<file path="src/rtl/expr_pkg.sv">
// Shared types and constants for the expression stream checker.
//
// Contents:
//   state_t  - recognizer states (S_START, S_NUM, S_OP, S_CLOSE, S_ERR)
//   cls_t    - character classes (DIG, OP, LP, RP, SKIP, BAD)
//   ASC_*    - ASCII codes of every character the decoder distinguishes
package expr_pkg;

    typedef enum logic [2:0] {
        S_START,
        S_NUM,
        S_OP,
        S_CLOSE,
        S_ERR
    } state_t;

    typedef enum logic [2:0] {
        DIG,
        OP,
        LP,
        RP,
        SKIP,
        BAD
    } cls_t;

    localparam logic [7:0] ASC_0     = 8'h30;
    localparam logic [7:0] ASC_9     = 8'h39;
    localparam logic [7:0] ASC_PLUS  = 8'h2B;
    localparam logic [7:0] ASC_MINUS = 8'h2D;
    localparam logic [7:0] ASC_STAR  = 8'h2A;
    localparam logic [7:0] ASC_SLASH = 8'h2F;
    localparam logic [7:0] ASC_LPAR  = 8'h28;
    localparam logic [7:0] ASC_RPAR  = 8'h29;
    localparam logic [7:0] ASC_SPACE = 8'h20;
    localparam logic [7:0] ASC_TAB   = 8'h09;

endpackage

</file>
<file path="src/rtl/expr_char_class.sv">
// Combinational ASCII-to-class decoder for the expression checker.
//
// Ports:
//   ch   in  8  ASCII character
//   cls  out    character class (cls_t)
//
// Build option: EXPR_SPACE_SKIP_EN - when defined, space and tab decode to
// SKIP; otherwise they decode to BAD like any other unknown character.
module expr_char_class
    import expr_pkg::*;
(
    input  logic [7:0] ch,
    output cls_t       cls
);

    always_comb begin
        cls = BAD;
        if (ch >= ASC_0 && ch <= ASC_9) begin
            cls = DIG;
        end else if (ch == ASC_PLUS || ch == ASC_MINUS ||
                     ch == ASC_STAR || ch == ASC_SLASH) begin
            cls = OP;
        end else if (ch == ASC_LPAR) begin
            cls = LP;
        end else if (ch == ASC_RPAR) begin
            cls = RP;
        end else if (ch == ASC_SPACE || ch == ASC_TAB) begin
`ifdef EXPR_SPACE_SKIP_EN
            cls = SKIP;
`else
            cls = BAD;
`endif
        end
    end

endmodule

</file>
<file path="config.mk">
export PLATFORM = sky130hd
export DESIGN_NAME = expr_char_class
export DESIGN_NICKNAME = d
export VERILOG_FILES = /design/src/rtl/expr_pkg.sv /design/src/rtl/expr_char_class.sv
export SDC_FILE = /design/constraint.sdc
export NUM_CORES = 1
export LEC_CHECK = 0
export BUFFER_PORTS_ARGS = -buffer_cell sky130_fd_sc_hd__buf_2
export CELL_PAD_IN_SITES_DETAIL_PLACEMENT = 2
export CELL_PAD_IN_SITES_GLOBAL_PLACEMENT = 2
export CORE_AREA = 2 2 39 41
export DETAILED_ROUTE_END_ITERATION = 7
export DIE_AREA = 0 0 41 43
export PLACE_DENSITY = 0.53
export SYNTH_ARGS = -nofsm -noshare
export SYNTH_HDL_FRONTEND = slang
export SYNTH_SLANG_ARGS = --single-unit
</file>
<file path="constraint.sdc">
create_clock -name vclk -period 0.8
set_clock_uncertainty 0.05 [all_clocks]
set_input_delay 0.08 -clock vclk [all_inputs]
set_output_delay 0.08 -clock vclk [all_outputs]
set_load 0.05 [all_outputs]
</file>
==> results.md, run 1 <==
- Die span in y: 43 um
- Synth area leaders: nor3b_2 (18%), a21oi_1 (14%), and4_2 (14%)
- Port Buf Inserts: 11
- Die footprint: 1760 um^2
- Shortest period the worst path allows: 0.922 ns
- WHS: 0.463 ns
- Final Max Tran Viols: 0
- Worst setup SP type: input port
- WL/cell: 9.13 um
- VDD IR max: 96.4 uV
- Placer congestion estimate: 0.590
- Hold buffer count at CTS: 0
- Seq cells: 0
- DRC viols: 0
- Crit path largest cell delay: 0.21 ns
- Die X: 41 um
- Crit path cell chain: buf_6 > nor3b_4 > o21ai_1 > a21o_1 > buf_6
- Remaining Overflow, GRT: 0
- Crit path DAT: 0.79 ns
- Row Count: 14
- Nets@finish: 32
- Vias/cell: 3.34
- Hold Crit Class: input port to primary output
- Post-synth net total: 19
- Yosys top cell area share: 17.5%
- Vias in the first global route: 129
- Critical path class: input port to primary output
- Core area: 1380 um^2
- Tot GR Track Use: 3.80%
- # clk buffers: 0
- Outcome: finished, violations left
- Most common cell on crit path: buf_6
- Detailed-route via count: 127
- Maximum Capacitance Violations: 0
- Slew margin rel.: 88.1%
- RSZ-0062 raised after global routing: true
- Fillers: 164
- Initial antenna violation count: 0
- First-pass GRT wire length: 510 um
- WL final: 347 um
- Power, Total: 83.9 uW
- # IOs: 11
- Starting DRT DRC Count: 0
- Post-synthesis average cell area: 6.48 um^2
- LEAKAGE: 0.0000896 uW
- Final setup vio count: 3
- Number of post-CTS setup repair buffers: 0
- Largest net degree at the start of global routing: 6
- Critical path peak fanout: 3
- Final Hold Fails: 0
- Measured slew at the worst slew-check pin: 0.178 ns
- Maximum clock rate: 1080 MHz
- Yosys Warn Count: 0
- Final ANT Viol Nets: 0
- Crit path buffers/inverters: 2
- Crit share post-route: 115%
- Area grow syn2layout: 184%
- Initial core utilization: 5.15%
- Required time worst endpoint: 0.67 ns
- Mapped cell area: 71.3 um^2
- PwrDens: 414 nW/um^2
- Area leader, netlist: nor3b_2
- Crit-path slowest cell: nor3b_4
- Syn Inst Count: 11
- Failing checks: negative setup slack
- Crit end category: primary output
- CP delay by family, top: compound AO/OA/AOI/OAI gates
- Post-synthesis sequential area ratio: 0%
- Pre-Repair DR Iteration Count: 1
- Count of unique library cells instantiated by Yosys: 10
- Final setup margin: -0.122 ns
- Layout cells sized above 1: 63.6%
- Register area: 0 um^2
- Diodes inserted: 0
## cells in the mapped netlist
| cell | n |
|---|---|
| a21oi_1 | 2 |
| a21o_1 | 1 |
| and4_2 | 1 |
| inv_1 | 1 |
| nor2_1 | 1 |
| nor2b_1 | 1 |
| nor3b_2 | 1 |
| o211ai_1 | 1 |
| o21ai_0 | 1 |
| o21ai_1 | 1 |
## power by group
group | internal (uW) | leakage [uW] | total (uW) | switching [uW]
sequential | 0 | 0 | 0 | 0
combinational | 44.9 | 0.0000896 | 83.9 | 39.0
clock | 0 | 0 | 0 | 0
## layout make-up
class	count	area (um^2)	share of cell area, %
inverters	1	3.75	1.85
multi-input cells	10	82.6	40.7
well taps	16	20.0	9.88
repair buffers	11	96.3	47.5
## repair_timing
action	CTS	global route
pin swaps	3	1
setup endpoints to repair	3	3
resized for setup	13	0
endpoints found under the hold margin	0	0
## worst paths after layout
check	startpoint	end	slack (ns)	cells past startpoint
worst max-delay path	ch[7]	cls[2]	-0.12	5
worst min-delay path	ch[3]	cls[2]	0.46	3
## logic make-up (layout without fill, tap and decap cells)
kind of cell / Yosys count / after routing / synth area share (%)
AND/OR/NAND/NOR: 4 / 4 / 45.6
AO/OA/AOI/OAI: 6 / 6 / 49.1
buffers and inverters: 1 / 12 / 5.26
## cell usage in the layout, fill, tap and decap left out
cell type	instances
nor3b_4	1
a21oi_1	2
o21ai_1	1
buf_6	3
o21ai_0	1
buf_2	5
inv_1	1
nor2_1	1
buf_4	1
o211ai_1	1
and4_4	1
buf_8	2
nor2b_4	1
a21o_1	1
## per-layer routing
layer	vias to the layer above	global-route usage, %	routed length [um]
met4	0	0	0
met2	11	4.69	106
met1	52	6.65	179
li1	64	-	-
met3	0	1.05	61
met5	-	0	0
## metrics by stage
step           std cells  worst slack [ns]  util, %  area [um^2]  setup TNS (ns)
2_1_floorplan         11            -0.305        -         72.6          -0.316
3_3_place_gp          38            -0.224     10.7          148          -0.515
3_5_place_dp          38            -0.244     10.7          148          -0.581
4_1_cts               38            -0.128     14.6          203          -0.282
5_1_grt               38            -0.158     14.6          203          -0.377
6_report              38            -0.122     14.6          203          -0.264
(Power assumes the default switching activity.)
==> inputs of run 2 (changes only) <==
SETUP_SLACK_MARGIN = 0.02   (was not set)
==> results.md, run 2 (synthesis results as in run 1) <==
- Area occupied by multi-input gates: 86.3 um^2 (+4.5%)
- Crit path DAT: 0.84 ns (+0.05 ns)
- Maximum Capacitance Violations: 0 (unchanged)
- Die X: 41 um (unchanged)
- Hold Crit Class: input port to primary output
- Row Count: 14 (unchanged)
- Crit share post-route: 121% (+5.9 points)
- Seq cells: 0 (unchanged)
- Hold buffer count at CTS: 0 (unchanged)
- Met2 Use GR: 9.69% (+5.0 points)
- Grt met3 use: 1.05% (unchanged)
- First-pass GRT wire length: 703 um (+38%)
- Initial core utilization: 5.15% (unchanged)
- Detailed-route via count: 144 (+13%)
- Reg power frac: 0% (unchanged)
- DRC viols: 0 (unchanged)
- Die footprint: 1760 um^2 (unchanged)
- Fillers: 166 (+1.2%)
- Setup_tns: -0.403 ns (-0.139 ns)
- Required time worst endpoint: 0.67 ns (about the same)
- WL/cell: 11.3 um (+24%)
- Initial antenna violation count: 0 (unchanged)
- # IOs: 11 (unchanged)
- Commonest non-fill, non-tap cell in the layout: buf_2
- Final ANT Viol Nets: 0 (unchanged)
- Vias in the first global route: 168 (+30%)
- Placer congestion estimate: 0.559 (-5.3%)
- Final Max Tran Viols: 0 (unchanged)
- Critical path peak fanout: 3 (unchanged)
- Slew margin rel.: 85.6% (-2.5 points)
- Power, Total: 95.2 uW (+14%)
- Maximum clock rate: 1030 MHz (-4.9%)
- Crit end category: primary output
- Final Hold Fails: 0 (unchanged)
- VDD IR max: 109 uV (+13%)
- Register area: 0 um^2 (unchanged)
- Diodes inserted: 0 (unchanged)
- Starting DRT DRC Count: 0 (unchanged)
- Tot GR Track Use: 5.49% (+1.7 points)
- Worst setup SP type: input port
- RSZ-0062 raised after global routing: true
- Layout cells sized above 1: 70.8% (+7.2 points)
- Combinational share of power: 100.0% (about the same)
- # clk buffers: 0 (unchanged)
- Final setup vio count: 3 (unchanged)
- Nets@finish: 34 (+6.3%)
- Die span in y: 43 um (unchanged)
- Port Buf Inserts: 11 (unchanged)
- Final setup margin: -0.169 ns (-0.0472 ns)
- Hold Crit Endpoint: cls[2]
- WHS Path Cells: 5 (+2)
- Measured slew at the worst slew-check pin: 0.216 ns (+0.0382 ns)
- Sw Pwr: 45.6 uW (+17%)
- Core area: 1380 um^2 (unchanged)
- Area grow syn2layout: 211%
- Shortest period the worst path allows: 0.969 ns (+0.0472 ns)
- Largest net degree at the start of global routing: 6 (unchanged)
- Remaining Overflow, GRT: 0 (unchanged)
- Vias/cell: 3.60 (+7.7%)
- LEAKAGE: 0.0000964 uW (+7.6%)
- PwrDens: 430 nW/um^2 (+3.9%)
- Clock power frac: 0% (unchanged)
- Failing checks: negative setup slack
- Critical path class: input port to primary output
- P_int: 49.6 uW (+11%)
- Outcome: finished, violations left
- Global route hottest layer: met2
- HP Start: ch[6]
- Commonest non-fill, non-tap cells in the layout: buf_2 (5), buf_6 (3), buf_4 (3)
- Pre-Repair DR Iteration Count: 1 (unchanged)
- GR Util met1: 6.96% (+0.32 points)
- WL final: 453 um (+31%)
- Switching Share: 47.9% (+1.4 points)
==> run 2: layout make-up <==
class	instances	share of cell area, %
repair buffers	13	50.3
inverters	1	1.69
multi-input cells	10	39.0
well taps	16	9.04
==> run 2: worst max-delay path by stage <==
stage          start  endpoint  slack (ns)  depth (start not counted)
6_report       ch[6]    cls[2]       -0.17                          5
5_1_grt        ch[6]    cls[2]       -0.19                          5
4_1_cts        ch[6]    cls[2]       -0.18                          5
3_5_place_dp   ch[7]    cls[2]       -0.27                          5
3_3_place_gp   ch[7]    cls[1]       -0.23                          4
2_1_floorplan  ch[3]    cls[0]       -0.30                          2
==> run 2: through the flow <==
step	instances	instance area [um^2]	hold slack, ns	utilization, %	setup slack (ns)
after floorplan	11	80.1	0.289	-	-0.305
after global placement	40	170	0.534	12.3	-0.231
after detailed placement	40	170	0.563	12.3	-0.266
after CTS	40	218	0.506	15.7	-0.179
after global routing	40	221	0.512	16.0	-0.194
final	40	221	0.502	16.0	-0.169
==> run 2: power groups by stage <==
stage / registers (uW) / logic [uW] / clock network, uW
6_report: 0 / 95.2 / 0
5_1_grt: 0 / 102 / 0
4_1_cts: 0 / 94.4 / 0
3_5_place_dp: 0 / 75.1 / 0
3_3_place_gp: 0 / 69.3 / 0
2_1_floorplan: 0 / 30.9 / 0
==> run 2: metal layers <==
layer | part of all wire, % | routed length [um]
met1 | 43 | 196
met2 | 44 | 199
met3 | 13 | 57
met4 | 0 | 0
met5 | 0 | 0
==> run 2: worst max-delay path, cell delays in order <==
cell and delay (ns):
buf_6 0.09, nor3b_4 0.24, o21ai_2 0.09, a21o_4 0.19
buf_8 0.14
==> run 2: what timing repair did <==
| item | 4_1_cts | 5_1_grt |
|---|---|---|
| gates resized for setup | 12 | 1 |
| endpoints found under the setup margin | 3 | 3 |
| pin swaps | 3 | 0 |
| endpoints found under the hold margin | 0 | 0 |
| buffers inserted | 0 | 0 |
